`config.mk`:
```
export PLATFORM = sky130hd
export DESIGN_NAME = tlc_timer
export DESIGN_NICKNAME = d
export VERILOG_FILES = /design/src/rtl/tlc_pkg.sv /design/src/rtl/tlc_prescaler.sv /design/src/rtl/tlc_timer.sv
export SDC_FILE = /design/constraint.sdc
export NUM_CORES = 1
export LEC_CHECK = 0
export CORE_AREA = 4 4 41 43
export CTS_CLUSTER_DIAMETER = 120
export DETAILED_ROUTE_END_ITERATION = 10
export DIE_AREA = 0 0 45 47
export GPL_ROUTABILITY_DRIVEN = 1
export PLACE_DENSITY = 0.8
export SYNTH_ARGS = -nofsm -noshare
export SYNTH_HDL_FRONTEND = slang
export SYNTH_SLANG_ARGS = --single-unit
```
`constraint.sdc`:
```
create_clock -name clk -period 3.9 [get_ports clk]
set_input_delay 0.975 -clock clk [delete_from_list [all_inputs] [get_ports clk]]
set_output_delay 0.975 -clock clk [all_outputs]
set_load 0.01 [all_outputs]
```
`src/rtl/tlc_pkg.sv`:
```
// Shared definitions for the traffic light controller timing blocks.
//   TIMER_W        width of the countdown timer value
//   timer_state_t  countdown timer FSM states
//   sat_dec        decrement that holds at zero instead of wrapping
package tlc_pkg;

   localparam int TIMER_W = 4;

   typedef enum logic [1:0] {
      T_IDLE    = 2'd0,
      T_RUN     = 2'd1,
      T_EXPIRED = 2'd2
   } timer_state_t;

   function automatic logic [TIMER_W-1:0] sat_dec(input logic [TIMER_W-1:0] v);
      return (v == '0) ? '0 : v - TIMER_W'(1);
   endfunction

endpackage

```
`src/rtl/tlc_prescaler.sv`:
```
// Prescaler producing the shared tick for the traffic light controller.
// Ports:
//   clk     in   system clock
//   rst     in   asynchronous active-high reset
//   clk_en  out  one-cycle tick, high once every DIV clk cycles
// Parameter DIV (2..256) is the number of clk cycles per tick.
module tlc_prescaler #(
   parameter int DIV = 4
) (
   input  logic clk,
   input  logic rst,
   output logic clk_en
);

   localparam int CNT_W = (DIV > 1) ? $clog2(DIV) : 1;
   localparam logic [CNT_W-1:0] LAST = CNT_W'(DIV - 1);

   logic [CNT_W-1:0] cnt_q;
   logic [CNT_W-1:0] cnt_d;

   always_comb begin
      cnt_d = cnt_q + CNT_W'(1);
      if (cnt_q == LAST) begin
         cnt_d = '0;
      end
   end

   always_ff @(posedge clk or posedge rst) begin
      if (rst) begin
         cnt_q <= '0;
      end else begin
         cnt_q <= cnt_d;
      end
   end

   // Counter resets to 0 and DIV >= 2, so the tick is low throughout reset
   // and first rises after DIV-1 edges; the DIV-th edge is the first tick edge.
   assign clk_en = (cnt_q == LAST);

endmodule

```
`src/rtl/tlc_timer.sv`:
```
// Countdown timer for the traffic light controller, with its own prescaler.
// Ports:
//   clk           in   system clock
//   rst           in   asynchronous active-high reset
//   clk_en        out  shared tick from the prescaler
//   timer_load    in   load request, sampled on tick cycles only
//   timer_en      in   count-down enable, sampled on tick cycles only
//   timer_init    in   load value 0..15
//   timer_out     out  current count (registered)
//   timer_done    out  high while the timer is expired
//   timer_expire  out  one-clk pulse after the count decrements to 0
//
// state     | meaning
// ----------+-----------------------------------------------------------
// T_IDLE    | no load since reset; count is 0, enable ignored
// T_RUN     | counting down from the last load value
// T_EXPIRED | count is 0 (decremented there or loaded with 0); done high
module tlc_timer
   import tlc_pkg::*;
#(
   parameter int DIV = 4
) (
   input  logic               clk,
   input  logic               rst,
   output logic               clk_en,
   input  logic               timer_load,
   input  logic               timer_en,
   input  logic [TIMER_W-1:0] timer_init,
   output logic [TIMER_W-1:0] timer_out,
   output logic               timer_done,
   output logic               timer_expire
);

   timer_state_t       state_q;
   timer_state_t       state_d;
   logic [TIMER_W-1:0] cnt_q;
   logic [TIMER_W-1:0] cnt_d;
   logic               done_q;
   logic               done_d;
   logic               expire_q;
   logic               expire_d;

   tlc_prescaler #(
      .DIV (DIV)
   ) u_prescaler (
      .clk    (clk),
      .rst    (rst),
      .clk_en (clk_en)
   );

   always_comb begin
      state_d  = state_q;
      cnt_d    = cnt_q;
      // Pulse self-clears on the edge after it was set; ticks are never adjacent.
      expire_d = 1'b0;
      if (clk_en) begin
         if (timer_load) begin
            // Load wins over everything, and a reload abandons the old count silently.
            cnt_d   = timer_init;
            state_d = (timer_init != '0) ? T_RUN : T_EXPIRED;
         end else begin
            case (state_q)
               T_IDLE: begin
                  cnt_d = '0;
               end
               T_RUN: begin
                  if (timer_en) begin
                     cnt_d = sat_dec(cnt_q);
                     if (cnt_q == TIMER_W'(1)) begin
                        state_d  = T_EXPIRED;
                        expire_d = 1'b1;
                     end
                  end
               end
               T_EXPIRED: begin
                  cnt_d = '0;
               end
               default: begin
                  state_d = T_IDLE;
                  cnt_d   = '0;
               end
            endcase
         end
      end
      done_d = (state_d == T_EXPIRED);
   end

   always_ff @(posedge clk or posedge rst) begin
      if (rst) begin
         state_q  <= T_IDLE;
         cnt_q    <= '0;
         done_q   <= 1'b0;
         expire_q <= 1'b0;
      end else begin
         state_q  <= state_d;
         cnt_q    <= cnt_d;
         done_q   <= done_d;
         expire_q <= expire_d;
      end
   end

   assign timer_out    = cnt_q;
   assign timer_done   = done_q;
   assign timer_expire = expire_q;

endmodule
```
**Yosys cells after proc, flatten, opt, wreduce, memory -nomap -nowiden**

Index checks and enable logic that the tools add are counted.
Widths: inputs -> output; s select.

- Add/subtract/negate cells: 2
- Eq/ne operators: 6
- Muxes and demuxes: 16
- Reductions and logical operators: 5

Operators by type and width:

| cell | number |
|---|---|
| $mux 4 | 4 |
| $mux 2 | 6 |
| $eq 2x2->1 const B | 3 |
| $mux 1 | 5 |
| $eq 4x1->1 const B | 1 |
| $logic_not 4->1 | 1 |
| $pmux 2 s2 | 1 |
| $reduce_bool 4->1 | 1 |
| $sub 4x1->4 const B | 1 |
| $ne 3x3->1 const B | 1 |
| $add 2x1->2 const B | 1 |
| $eq 2x1->1 const B | 1 |
| $logic_not 2->1 | 1 |
| $reduce_and 2->1 | 1 |
| $reduce_or 2->1 | 1 |

- Register bits after elaboration: 10
- Bits of input ports: 8
- Output and inout port bits: 7
- Word-level logic and storage cells: 34

**Depth between registers and ports, before layout**

Gate-level depths: netlist (run 1).

- Depth after elaboration: 7
- Depth in mapped cells: 5
- Mapped depth without buffers: 4

**By module**

A second synthesis (run 1) with hierarchy kept.

- Cell total of the unflattened synthesis: 52
- Area, all modules: 515.5 um^2

By module, submodules not included:

| module | times used | cells an instance | area an instance (um^2) | sequential area each (um^2) |
|---|---|---|---|---|
| tlc_timer | 1 | 47 | 445.4 | 200.2 |
| tlc_prescaler | 1 | 5 | 70.1 | 50.0 |

**Worst setup path before layout (run 1)**

OpenSTA, ideal clock, no wires.

- Path kind: input-to-reg
- From: input timer_load
- To: register cnt_q[0] (netlist: timer_out[0])
- Setup time: 0.125 ns
- Data arrival time: 1.939 ns
- Required time: 3.775 ns
- Setup slack: 1.836 ns
- Cell stages on the path: 4
- Path buffers: 1
- Cells stage by stage: or3b_1 > buf_6 > o21ai_4 > mux2_4

- Longest elaborated chain between the ends: 2
- Elaborated cells on any way between the ends: 3
- Classes of those cells: eq/ne: 1; mux: 1; reduce/logical: 1

RTL lines:

| element | line | RTL |
|---|---|---|
| start, declared | tlc_timer.sv:26 | `input logic timer_load,` |
| $ne 3x3->1 (no line) | - |  |
| $reduce_and 2->1 (no line) | - |  |
| end signal, assigned | tlc_timer.sv:96 | `cnt_q <= cnt_d;` |
| end, declared | tlc_timer.sv:36 | `logic [TIMER_W-1:0] cnt_q;` |

Parallel ways exist; a longest one is shown, timed or not.
A chain may end at the register's enable or synchronous reset.

**Worst setup path in the final report (run 1)**

- From: register u_prescaler.cnt_q[0]
- To: output clk_en

- Longest elaborated chain between the ends: 1

RTL lines:

| element | line | RTL |
|---|---|---|
| start, declared | tlc_prescaler.sv:18 | `logic [CNT_W-1:0] cnt_q;` |
| start signal, assigned | tlc_prescaler.sv:32 | `cnt_q <= cnt_d;` |
| $eq 2x2->1 | tlc_prescaler.sv:38 | `assign clk_en = (cnt_q == LAST);` |
| end, declared | tlc_timer.sv:25 | `output logic clk_en,` |

No other way between the ends.

==> results of run 1 <==
-- critical path: cells and delay by family, from the launching register on --
| family | cells | cell delay (ns) |
|---|---|---|
| fa+ha+maj | 1 | 0.39 |
| buf+inv | 1 | 0.62 |
| flops | 1 | 0.35 |
-- report_power, final --
| group | switching [W] | internal [W] |
|---|---|---|
| clock network | 0.0000326 | 0.0000355 |
| logic | 0.0000340 | 0.0000411 |
| registers | 0.0000155 | 0.000115 |
| total | 0.0000820 | 0.000192 |
-- through the flow --
step	cell area, um2	setup WS, ns	total power [W]	hold slack [ns]
final	698	1.31	0.000274	0.431
after global routing	698	1.23	0.000293	0.444
after detailed placement	676	1.19	0.000207	0.431
after global placement	676	1.23	0.000208	0.415
after CTS	698	1.30	0.000277	0.439
after floorplan	532	1.84	0.000173	0.403
-- metal layers --
layer,GRT usage [%],part of all wire (%)
met3,3.45,6.7
met2,18.6,43
met5,0,0
met4,10.5,3.2
met1,15.5,47
-- placed cells by master, fill, tap and decap left out --
| cell type | n |
|---|---|
| clkbuf_4 | 3 |
| o21ai_2 | 1 |
| and3_1 | 1 |
| nand3_1 | 1 |
| o21ai_1 | 1 |
| a32o_1 | 1 |
| nor2_1 | 6 |
| inv_1 | 4 |
| or2b_1 | 1 |
| or3b_1 | 1 |
| o21ai_4 | 1 |
| dfrtp_1 | 10 |
| clkdlybuf4s50_1 | 14 |
| ha_1 | 1 |
| or3_1 | 1 |
| a21oi_1 | 3 |
| nor4_2 | 1 |
| nand2_1 | 6 |
| and4bb_1 | 1 |
| mux2_4 | 1 |
| nor3_1 | 2 |
| o31ai_1 | 1 |
| nor4_1 | 1 |
| o2bb2ai_1 | 1 |
| o21ai_0 | 5 |
| nand3b_1 | 1 |
-- cell usage after synthesis, types with 2 or more instances --
cell type | count | share of area, %
nand2_1 | 6 | 4.2
nor2_1 | 6 | 4.2
dfrtp_1 | 10 | 47
o21ai_0 | 5 | 4.7
nor3_1 | 2 | 1.9
inv_1 | 4 | 2.8
a21oi_1 | 3 | 2.8
-- registers in the layout, indices dropped and copies added, names as in the netlist --
| signal | cells |
|---|---|
| state_q | 2 |
| timer_expire | 1 |
| timer_out | 4 |
| u_prescaler.cnt_q | 2 |
| timer_done | 1 |
-- final timing paths --
kind                                      start              endpoint  cells after the start
hold reg to reg            u_prescaler.cnt_q[0]  u_prescaler.cnt_q[0]                      1
max in group asynchronous                   rst  u_prescaler.cnt_q[0]                      2
hold / removal             u_prescaler.cnt_q[0]  u_prescaler.cnt_q[0]                      1
setup / recovery           u_prescaler.cnt_q[0]                clk_en                      2
setup reg to reg                     state_q[1]          timer_out[0]                      3
min in group asynchronous                   rst          timer_expire                      2
-- cell type report --
| class | instances | area (um2) | area share (%) |
|---|---|---|---|
| Clock buffer | 3 | 22.5 | 3.23 |
| Inverter | 4 | 15.0 | 2.15 |
| Sequential cell | 10 | 250 | 35.8 |
| Timing Repair Buffer | 14 | 140 | 20.1 |
| Multi-Input combinational cell | 39 | 251 | 36.0 |
| Tap cell | 15 | 18.8 | 2.69 |
-- cell families after synthesis --
group	count (synthesis)
AO/OA/AOI/OAI	14
adder cells (fa/ha/maj)	1
buffers and inverters	6
flip-flops	10
multiplexers	1
AND/OR/NAND/NOR	23
==> results by stage, run 1 <==
Outcome:
- The flow ran to the end, and the final reports show no timing, DRC or antenna violations.

Routing:
- The number of remaining DRC errors is 0.
- Wires add up to 1070 um.
- For this block, the via count after detailed routing is 448.
- The number of detailed-route iterations in the first pass is 4.
- The number of routed nets with antenna violations is 0.
- After the first detailed-routing iteration, the DRC count stood at 9.
- The ratio of routed vias to standard cells is 5.27.
- After detailed routing, the average wire length per cell comes to 12.6 um.

Timing:
- Setup repair after global routing left no endpoint under its margin.
- Headroom to the max-slew limit came out at 74.7%.
- The final-report max-slew violation count is 0.
- The total negative slack for setup checks is 0 ns.
- The setup skew after layout is 0.00329 ns.
- Static timing analysis puts the maximum clock frequency at 0.386 GHz.
- The hold violation total from the final report is 0.
- The final number of setup-violating endpoints is 0.
- In the finished design, the share of the clock period the worst path needs comes to 66.4%.
- The slew at the pin closest to its max-slew limit is 0.380 ns.
- Counting I/O delays and the setup requirement, the final critical path takes 2.59 ns.

Cells and area:
- The core utilization of the finished layout is 53.7%.
- The fraction of layout cells with a size suffix above 1 is 10.0%.
- Relative to the synthesized area, the layout overhead comes to 31.3%.
- The number of antenna diodes in the final layout is 0.
- The layout net count is 81.
- After filler insertion, the fill cell instance count of the layout stands at 126.
- After the flow finishes, the layout carries non-filler instances totaling 85.

Clock network:
- The cell sitting at the root of the clock tree is a clkbuf_4.
- Hold repair after CTS inserted 0 buffers.
- The number of sinks driven by the clock tree is 10.
- Gates resized during post-CTS repair numbered 0.
- The largest buffer count on any clock path is 2.
- The latest clock arrival within the worst-skew pair is 0.26 ns.
- TritonCTS built the clock tree.
- The number of buffers inserted by post-CTS setup repair is 0.
- After clock tree synthesis, the clock-pin slew on the worst setup and hold paths is 0.06 ns.
- The total clock buffers created by CTS is 3.
- In this run the number of H-tree levels came out at 1.

Yosys:
- The mapped netlist covers 532 um2.
- The post-synthesis sequential area ratio is 47.1%.
- The xor and xnor area share after synthesis is 0%.
- The number of instances in the synthesized netlist is 55.
- Counting every net in the synthesized netlist gives 64.
- Summing the areas of all and, or, nand and nor instances in the mapped netlist gives 24.0% of the synthesized area.
- The synthesized netlist contains 26 unique library cells.
- Among all flip-flop cells after synthesis, the most frequent one is dfrtp_1.
- After synthesis the netlist holds a flip-flop and latch count of 10.
- The warning count from the yosys run is 0.
- Summing the areas of all compound-gate instances in the mapped netlist gives 18.1% of the synthesized area.
- Dividing the synthesized area by the synthesized cell count gives 9.67 um2.
- Summing the areas of all fa, ha and maj instances in the mapped netlist gives 2.35% of the synthesized area.
- The dominant combinational cell family by area after synthesis is simple AND/OR/NAND/NOR gates.
- The share of flip-flops with an asynchronous set or reset after synthesis is 100%.
- After synthesis, the share of cell area in mux cells is 2.82%.
- The count of flip-flops with a built-in enable after synthesis is 0.

Worst setup path:
- The startpoint-to-endpoint class of the critical path is register to output port.
- The data arrival time of the critical path is 1.62 ns.
- Of all nets on the critical path, the largest fanout is 10.
- The critical path required time is 2.92 ns.
- STA classifies the critical path endpoint as an output port.
- Walking the worst path, the cells encountered are ha_1 > clkdlybuf4s50_1.
- The slowest library cell on the worst path is clkdlybuf4s50_1.
- The critical path launch point type is a register.
- The setup slack on the worst flop-to-flop path is 2.30 ns.
- On the worst path, the slowest cell contributes a delay of 0.62 ns.

Power and ir drop:
- The total leakage power is 0.312 nW.
- In this run the power density over the cells is 392 nW/um2.
- Across the VDD grid, the largest voltage drop is 0.207 mV.

Place:
- The final HPWL from detailed placement is 834 um.
- The port buffer count is 14.
- Routability-driven placement finished with a final weighted congestion of 0.922.
- Once placement completed, the tool counted placed cells totaling 82.

Global route:
- The initial antenna violation count is 0.
- The largest net degree at the start of global routing is 11.
- The wire length of the first global-routing pass is 1810 um.
- The sum of overflow across all layers after global routing is 0.
- The via count of the first global-routing pass was 427.
- The global-route total usage across every layer is 12.7%.

Floorplanning:
- The area of the core region is 1300 um2.
- Once the floorplan was initialized, standard cells occupied 40.9% of the core.
- From bottom edge to top edge, the die measures 47 um.
- The die is 45 um wide.
- 15 I/O pins were placed.
- The floorplan has 13 rows.
- The die footprint is 2120 um2.

Min path:
- The path class of the tightest hold or removal check is register to register.

Flow run:
- Max-cap violations in this run came to 0.
Power figures use the tool's default switching activity.
==> run 2: changes to the inputs <==
Clock period 3.9 ns to 2.7 ns, I/O delays scaled along.
==> results by stage, run 2 (synthesis gave the netlist of run 1 again) <==
Outcome:
- The flow ran to the end, and the final reports show no timing, DRC or antenna violations.

Power and ir drop:
- The highest ir drop seen on vdd is 0.306 mV (+48%).
- The areal power density over the cells was 569 nW/um2 (+45%).
- The post-route total power was 0.000402 W (+47%).
- The total leakage power is 0.317 nW (+1.5%).

Floorplanning:
- The total number of placement rows came to 13 (unchanged).
- The horizontal die dimension came to 45 um (unchanged).
- The initial standard-cell utilization of the core came to 40.9% (unchanged).
- The die footprint is 2120 um2 (unchanged).
- The vertical extent of the die is 47 um (unchanged).
- The area of the core region is 1300 um2 (unchanged).
- The number of placed I/O pins came to 15 (unchanged).

Timing:
- The final-report max-slew violation count was 0 (unchanged).
- The maximum clock frequency is 0.435 GHz.
- The portion of the clock cycle consumed by the worst path in the final layout is 85.2%.
- Setup repair after global routing left no endpoint under its margin.
- The hold violation total from the final report is 0 (unchanged).
- The setup skew after layout is 0.00315 ns (-0.000142 ns).
- The total negative slack for setup checks is 0 ns (unchanged).
- The slew at the pin closest to its max-slew limit is 0.392 ns (+0.0117 ns).
- The max-slew headroom at the worst pin is 73.9% (-0.81 points).
- The final number of setup-violating endpoints is 0 (unchanged).
- The final-layout worst hold slack is 0.433 ns (+0.00150 ns).
- The worst path in the final design needs a cycle of 2.30 ns, including I/O delays and setup.

Routing:
- The vias after detailed routing is 456 (+1.8%).
- The detail-routed net length per standard cell was 13.6 um (+8.0%).
- The number of detailed-route iterations in the first pass was 3 (-1).
- The number of remaining DRC errors came to 0 (unchanged).
- The final routed wirelength across all metal layers is 1170 um (+9.3%).
- The ratio of routed vias to standard cells is 5.30 (+0.60%).
- The number of routed nets with antenna violations is 0 (unchanged).
- The count of routing violations after the opening detailed-route iteration came to 7 (-2).

Worst setup path:
- The worst setup path is of the register to output port kind.
- The worst setup path is captured at an output port.
- The data arrival time of the critical path is 1.63 ns (about the same).
- STA classifies the critical path startpoint as a register.
- The peak fanout along the critical path is 10 (unchanged).
- The setup slack on the worst flop-to-flop path came to 1.08 ns (-1.22 ns).
- The critical path required time is 2.03 ns (-0.89 ns).
- The end of the worst register-to-register path is timer_out[0].
- The depth of the most critical reg-to-reg path is 3 (unchanged).
- The worst flop-to-flop path startpoint is state_q[1].

Flow run:
- The number of violations of the max-capacitance limit was 0 (unchanged).

Cells and area:
- The most frequent standard cell in the layout excluding fill and tap cells is clkdlybuf4s50_1.
- The antenna diode count is 0 (unchanged).
- The total of fill cells in the finished design is 125 (-0.79%).
- The layout net count is 82 (+1.2%).
- The area overhead of the layout relative to synthesis is 32.7%.
- In the layout the commonest cells are 14 x clkdlybuf4s50_1, 10 x dfrtp_1, 6 x nor2_1, 6 x nand2_1, 5 x o21ai_0.
- The fraction of layout cells with a size suffix above 1 is 11.3% (+1.3 points).
- The number of flip-flops under the largest register name came to 4 (unchanged).

Clock network:
- CTS placed an instance of clkbuf_4 at the clock tree root.
- The CTS tree is done.
- The count of hold-fix buffers inserted at cts came to 0 (unchanged).
- The latest clock arrival within the worst-skew pair is 0.26 ns (about the same).
- The number of buffers inserted by post-CTS setup repair is 0 (unchanged).
- The number of sinks driven by the clock tree is 10 (unchanged).
- The H-tree depth is 1 (unchanged).
- The count of cells resized by post-cts repair is 0 (unchanged).
- The largest buffer count on any clock path came to 2 (unchanged).
- The total clock buffers created by CTS is 3 (unchanged).
- The clock slew seen by the registers of the worst setup and hold paths was 0.06 ns (about the same).

Place:
- The final HPWL from detailed placement is 891 um (+6.8%).
- The port buffer count is 14 (unchanged).
- The final estimated routing congestion in global placement came to 0.852 (-7.5%).

Min path:
- For hold timing, the worst endpoint is u_prescaler.cnt_q[0].
- The number of instances on the worst hold path came to 1 (unchanged).
- In this run the most critical hold path is launched from u_prescaler.cnt_q[0].
- The path class of the tightest hold or removal check is register to register.

Global route:
- The initial antenna violation count is 0 (unchanged).
- The global-route total usage across every layer is 13.3% (+0.65 points).
- The wire length of the first global-routing pass is 1930 um (+6.5%).
- The largest net degree at the start of global routing came to 11 (unchanged).
- The sum of overflow across all layers after global routing was 0 (unchanged).
- The via count of the first global-routing pass is 454 (+6.3%).
==> run 2: worst max path at each step <==
stage / slack [ns] / endpoint / cells past startpoint / from
floorplan: 0.94 / timer_out[0] / 4 / timer_load
global placement: 0.46 / timer_out[0] / 4 / timer_load
detailed placement: 0.42 / timer_out[0] / 4 / timer_load
CTS: 0.39 / clk_en / 2 / u_prescaler.cnt_q[0]
global route: 0.30 / clk_en / 2 / u_prescaler.cnt_q[0]
finish: 0.40 / clk_en / 2 / u_prescaler.cnt_q[0]
==> run 2: report_power, final <==
part	switching [W]	total [W]	internal, W
Clock	0.0000497	0.000101	0.0000515
Combinational	0.0000506	0.000111	0.0000603
Sequential	0.0000234	0.000190	0.000166
==> run 2: area by class of cell <==
type	count	area (um2)	share of cell area (%)
multi-input cells	39	251	35.6
repair buffers	15	148	20.9
flip-flops and latches	10	250	35.5
well taps	15	18.8	2.66
inverters	4	15.0	2.13
clock buffers	3	22.5	3.19
==> run 2: through the flow <==
| stage | std cells | utilization, % | area [um2] | setup WS (ns) |
|---|---|---|---|---|
| floorplan | 55 | - | 532 | 0.936 |
| finish | 86 | 54.2 | 706 | 0.400 |
| global placement | 83 | 52.5 | 683 | 0.461 |
| detailed placement | 83 | 52.5 | 683 | 0.424 |
| CTS | 86 | 54.2 | 706 | 0.395 |
| global route | 86 | 54.2 | 706 | 0.296 |
==> run 2: worst max-delay path, stage by stage, from the launching register on <==
cell and delay [ns]:
dfrtp_1 0.35, ha_1 0.39, clkdlybuf4s50_1 0.61
==> run 2: per-layer routing <==
layer / global-route usage, % / vias to the layer above / routed length [um]
met3: 4.21 / 2 / 79
met5: 0 / - / 0
met1: 15.7 / 213 / 509
li1: - / 227 / -
met4: 7.02 / 0 / 27
met2: 21.8 / 14 / 550
==> run 3: changes to the inputs <==
Settings changed: RECOVER_POWER set to 25.
==> results by stage, run 3 (synthesis gave the netlist of run 1 again) <==
Worst setup path:
- The buffer and inverter count on the worst path is 1 (unchanged).
- STA classifies the critical path startpoint as a register.
- The slowest stage of the critical path is the clkdlybuf4s50_1 cell.
- The critical path required time is 2.03 ns (about the same).
- The cell family contributing the most delay on the critical path is buffers and inverters.
- The critical path goes through ha_1 > clkdlybuf4s50_1.
- The startpoint-to-endpoint class of the critical path is register to output port.
- The delay of the slowest cell on the worst path is 0.61 ns (about the same).
- The peak fanout along the critical path is 10 (unchanged).
- STA classifies the critical path endpoint as an output port.
- The data arrival time of the critical path is 1.63 ns (about the same).
- The depth of the most critical reg-to-reg path was 3 (unchanged).
- The critical path depth in cells was 2 (unchanged).

Routing:
- The number of detailed-route iterations in the first pass is 3 (unchanged).
- The final routed wirelength across all metal layers is 1170 um (unchanged).
- The vias after detailed routing is 456 (unchanged).
- The number of remaining DRC errors was 0 (unchanged).
- The number of routed nets with antenna violations is 0 (unchanged).
- The ratio of routed vias to standard cells is 5.30 (unchanged).
- The detail-routed net length per standard cell is 13.6 um (unchanged).
- The count of routing violations after the opening detailed-route iteration is 7 (unchanged).

Clock network:
- The latest clock arrival within the worst-skew pair was 0.26 ns (about the same).
- The buffer type at the clock tree root is clkbuf_4.
- The count of cells resized by post-cts repair is 0 (unchanged).
- The clock slew seen by the registers of the worst setup and hold paths is 0.06 ns (about the same).
- The number of sinks driven by the clock tree was 10 (unchanged).
- The number of buffers inserted by post-CTS setup repair is 0 (unchanged).
- The largest buffer count on any clock path is 2 (unchanged).
- The H-tree depth is 1 (unchanged).
- The count of hold-fix buffers inserted at cts was 0 (unchanged).
- The total clock buffers created by CTS is 3 (unchanged).
- The CTS tree is done.

Timing:
- The final critical path time including I/O delays and setup came to 2.30 ns (unchanged).
- Setup repair after global routing left no endpoint under its margin.
- The setup skew after layout is 0.00315 ns (unchanged).
- The max-slew headroom at the worst pin was 73.9% (about the same).
- The maximum clock frequency was 0.435 GHz (unchanged).
- The slew at the pin closest to its max-slew limit came to 0.391 ns (-0.000307 ns).
- The portion of the clock cycle consumed by the worst path in the final layout is 85.2% (unchanged).
- The least setup slack across all paths after layout came to 0.400 ns (unchanged).
- The final-report max-slew violation count came to 0 (unchanged).
- The final number of setup-violating endpoints is 0 (unchanged).
- The total negative slack for setup checks is 0 ns (unchanged).
- The hold violation total from the final report was 0 (unchanged).

Cells and area:
- The area used by multi-input combinational logic came to 251 um2 (unchanged).
- The top cell types in the final layout, fill and taps aside, are 13 x clkdlybuf4s50_1, 10 x dfrtp_1, 6 x nor2_1, 6 x nand2_1, 5 x o21ai_0.
- The number of flip-flops under the largest register name is 4 (unchanged).
- The final instance area was 706 um2 (unchanged).
- The most frequent standard cell in the layout excluding fill and tap cells is clkdlybuf4s50_1.
- The total of fill cells in the finished design is 125 (unchanged).
- The fraction of layout cells with a size suffix above 1 is 11.3% (unchanged).
- The core utilization of the finished layout came to 54.2% (unchanged).
- The area overhead of the layout relative to synthesis is 32.7% (unchanged).
- The antenna diode count is 0 (unchanged).
- The number of standard cells in the final layout excluding fillers was 86 (unchanged).
- The layout net count came to 82 (unchanged).
- The area taken by flip-flops and latches is 250 um2 (unchanged).

Flow run:
- The number of violations of the max-capacitance limit was 0 (unchanged).

Global route:
- The largest net degree at the start of global routing is 11 (unchanged).
- The wire length of the first global-routing pass is 1930 um (unchanged).
- The initial antenna violation count came to 0 (unchanged).
- The global-route total usage across every layer was 13.3% (unchanged).
- The sum of overflow across all layers after global routing was 0 (unchanged).
- The via count of the first global-routing pass is 454 (unchanged).

Floorplanning:
- The initial standard-cell utilization of the core was 40.9% (unchanged).
- The total number of placement rows is 13 (unchanged).
- The number of placed I/O pins is 15 (unchanged).
- The vertical extent of the die is 47 um (unchanged).
- The die footprint came to 2120 um2 (unchanged).
- The area of the core region is 1300 um2 (unchanged).
- The horizontal die dimension is 45 um (unchanged).

Place:
- The port buffer count is 14 (unchanged).
- The final estimated routing congestion in global placement was 0.852 (unchanged).
- The number of placed cells counting well taps is 83 (unchanged).
- The instance area after placement came to 683 um2 (unchanged).
- The final HPWL from detailed placement is 891 um (unchanged).
- The minimum setup slack after placement is 0.424 ns (unchanged).

Outcome:
- The run finished with clean final reports.

Min path:
- The min-delay analysis places its worst path in the category register to register.
- The number of instances on the worst hold path came to 1 (unchanged).

Power and ir drop:
- The highest ir drop seen on vdd is 0.306 mV (about the same).
- The total leakage power came to 0.317 nW (about the same).
- The areal power density over the cells was 569 nW/um2 (about the same).
run 3: metrics by stage:
stage          hold slack, ns  power, W
4_1_cts                 0.437  0.000404
5_1_grt                 0.456  0.000426
6_report                0.433  0.000401
3_5_place_dp            0.427  0.000301
3_3_place_gp            0.415  0.000302
2_1_floorplan           0.403  0.000250
run 3: final timing paths:
| path | end | slack (ns) | start |
|---|---|---|---|
| max | clk_en | 0.40 | u_prescaler.cnt_q[0] |
| min in group asynchronous | state_q[0] | 0.82 | rst |
| max reg2reg | timer_out[0] | 1.08 | state_q[1] |
| min | u_prescaler.cnt_q[0] | 0.43 | u_prescaler.cnt_q[0] |
| max in group asynchronous | timer_out[0] | 1.60 | rst |
| min reg2reg | u_prescaler.cnt_q[0] | 0.43 | u_prescaler.cnt_q[0] |
run 3: metal layers:
metal,vias to the layer above,wire length (um),GRT usage [%]
met4,0,27,7.02
met2,14,550,21.8
met1,213,509,15.7
li1,227,-,-
met3,2,79,4.21
met5,-,0,0
run 3: cell type report:
type	instances	share of cell area, %
repair buffers	15	20.9
inverters	4	2.13
flip-flops and latches	10	35.5
multi-input cells	39	35.6
well taps	15	2.66
clock buffers	3	3.19
run 3: power by group:
| part | switching (W) | internal (W) |
|---|---|---|
| Sequential | 0.0000234 | 0.000166 |
| Combinational | 0.0000506 | 0.0000600 |
| Clock | 0.0000497 | 0.0000515 |
| Total | 0.000124 | 0.000278 |
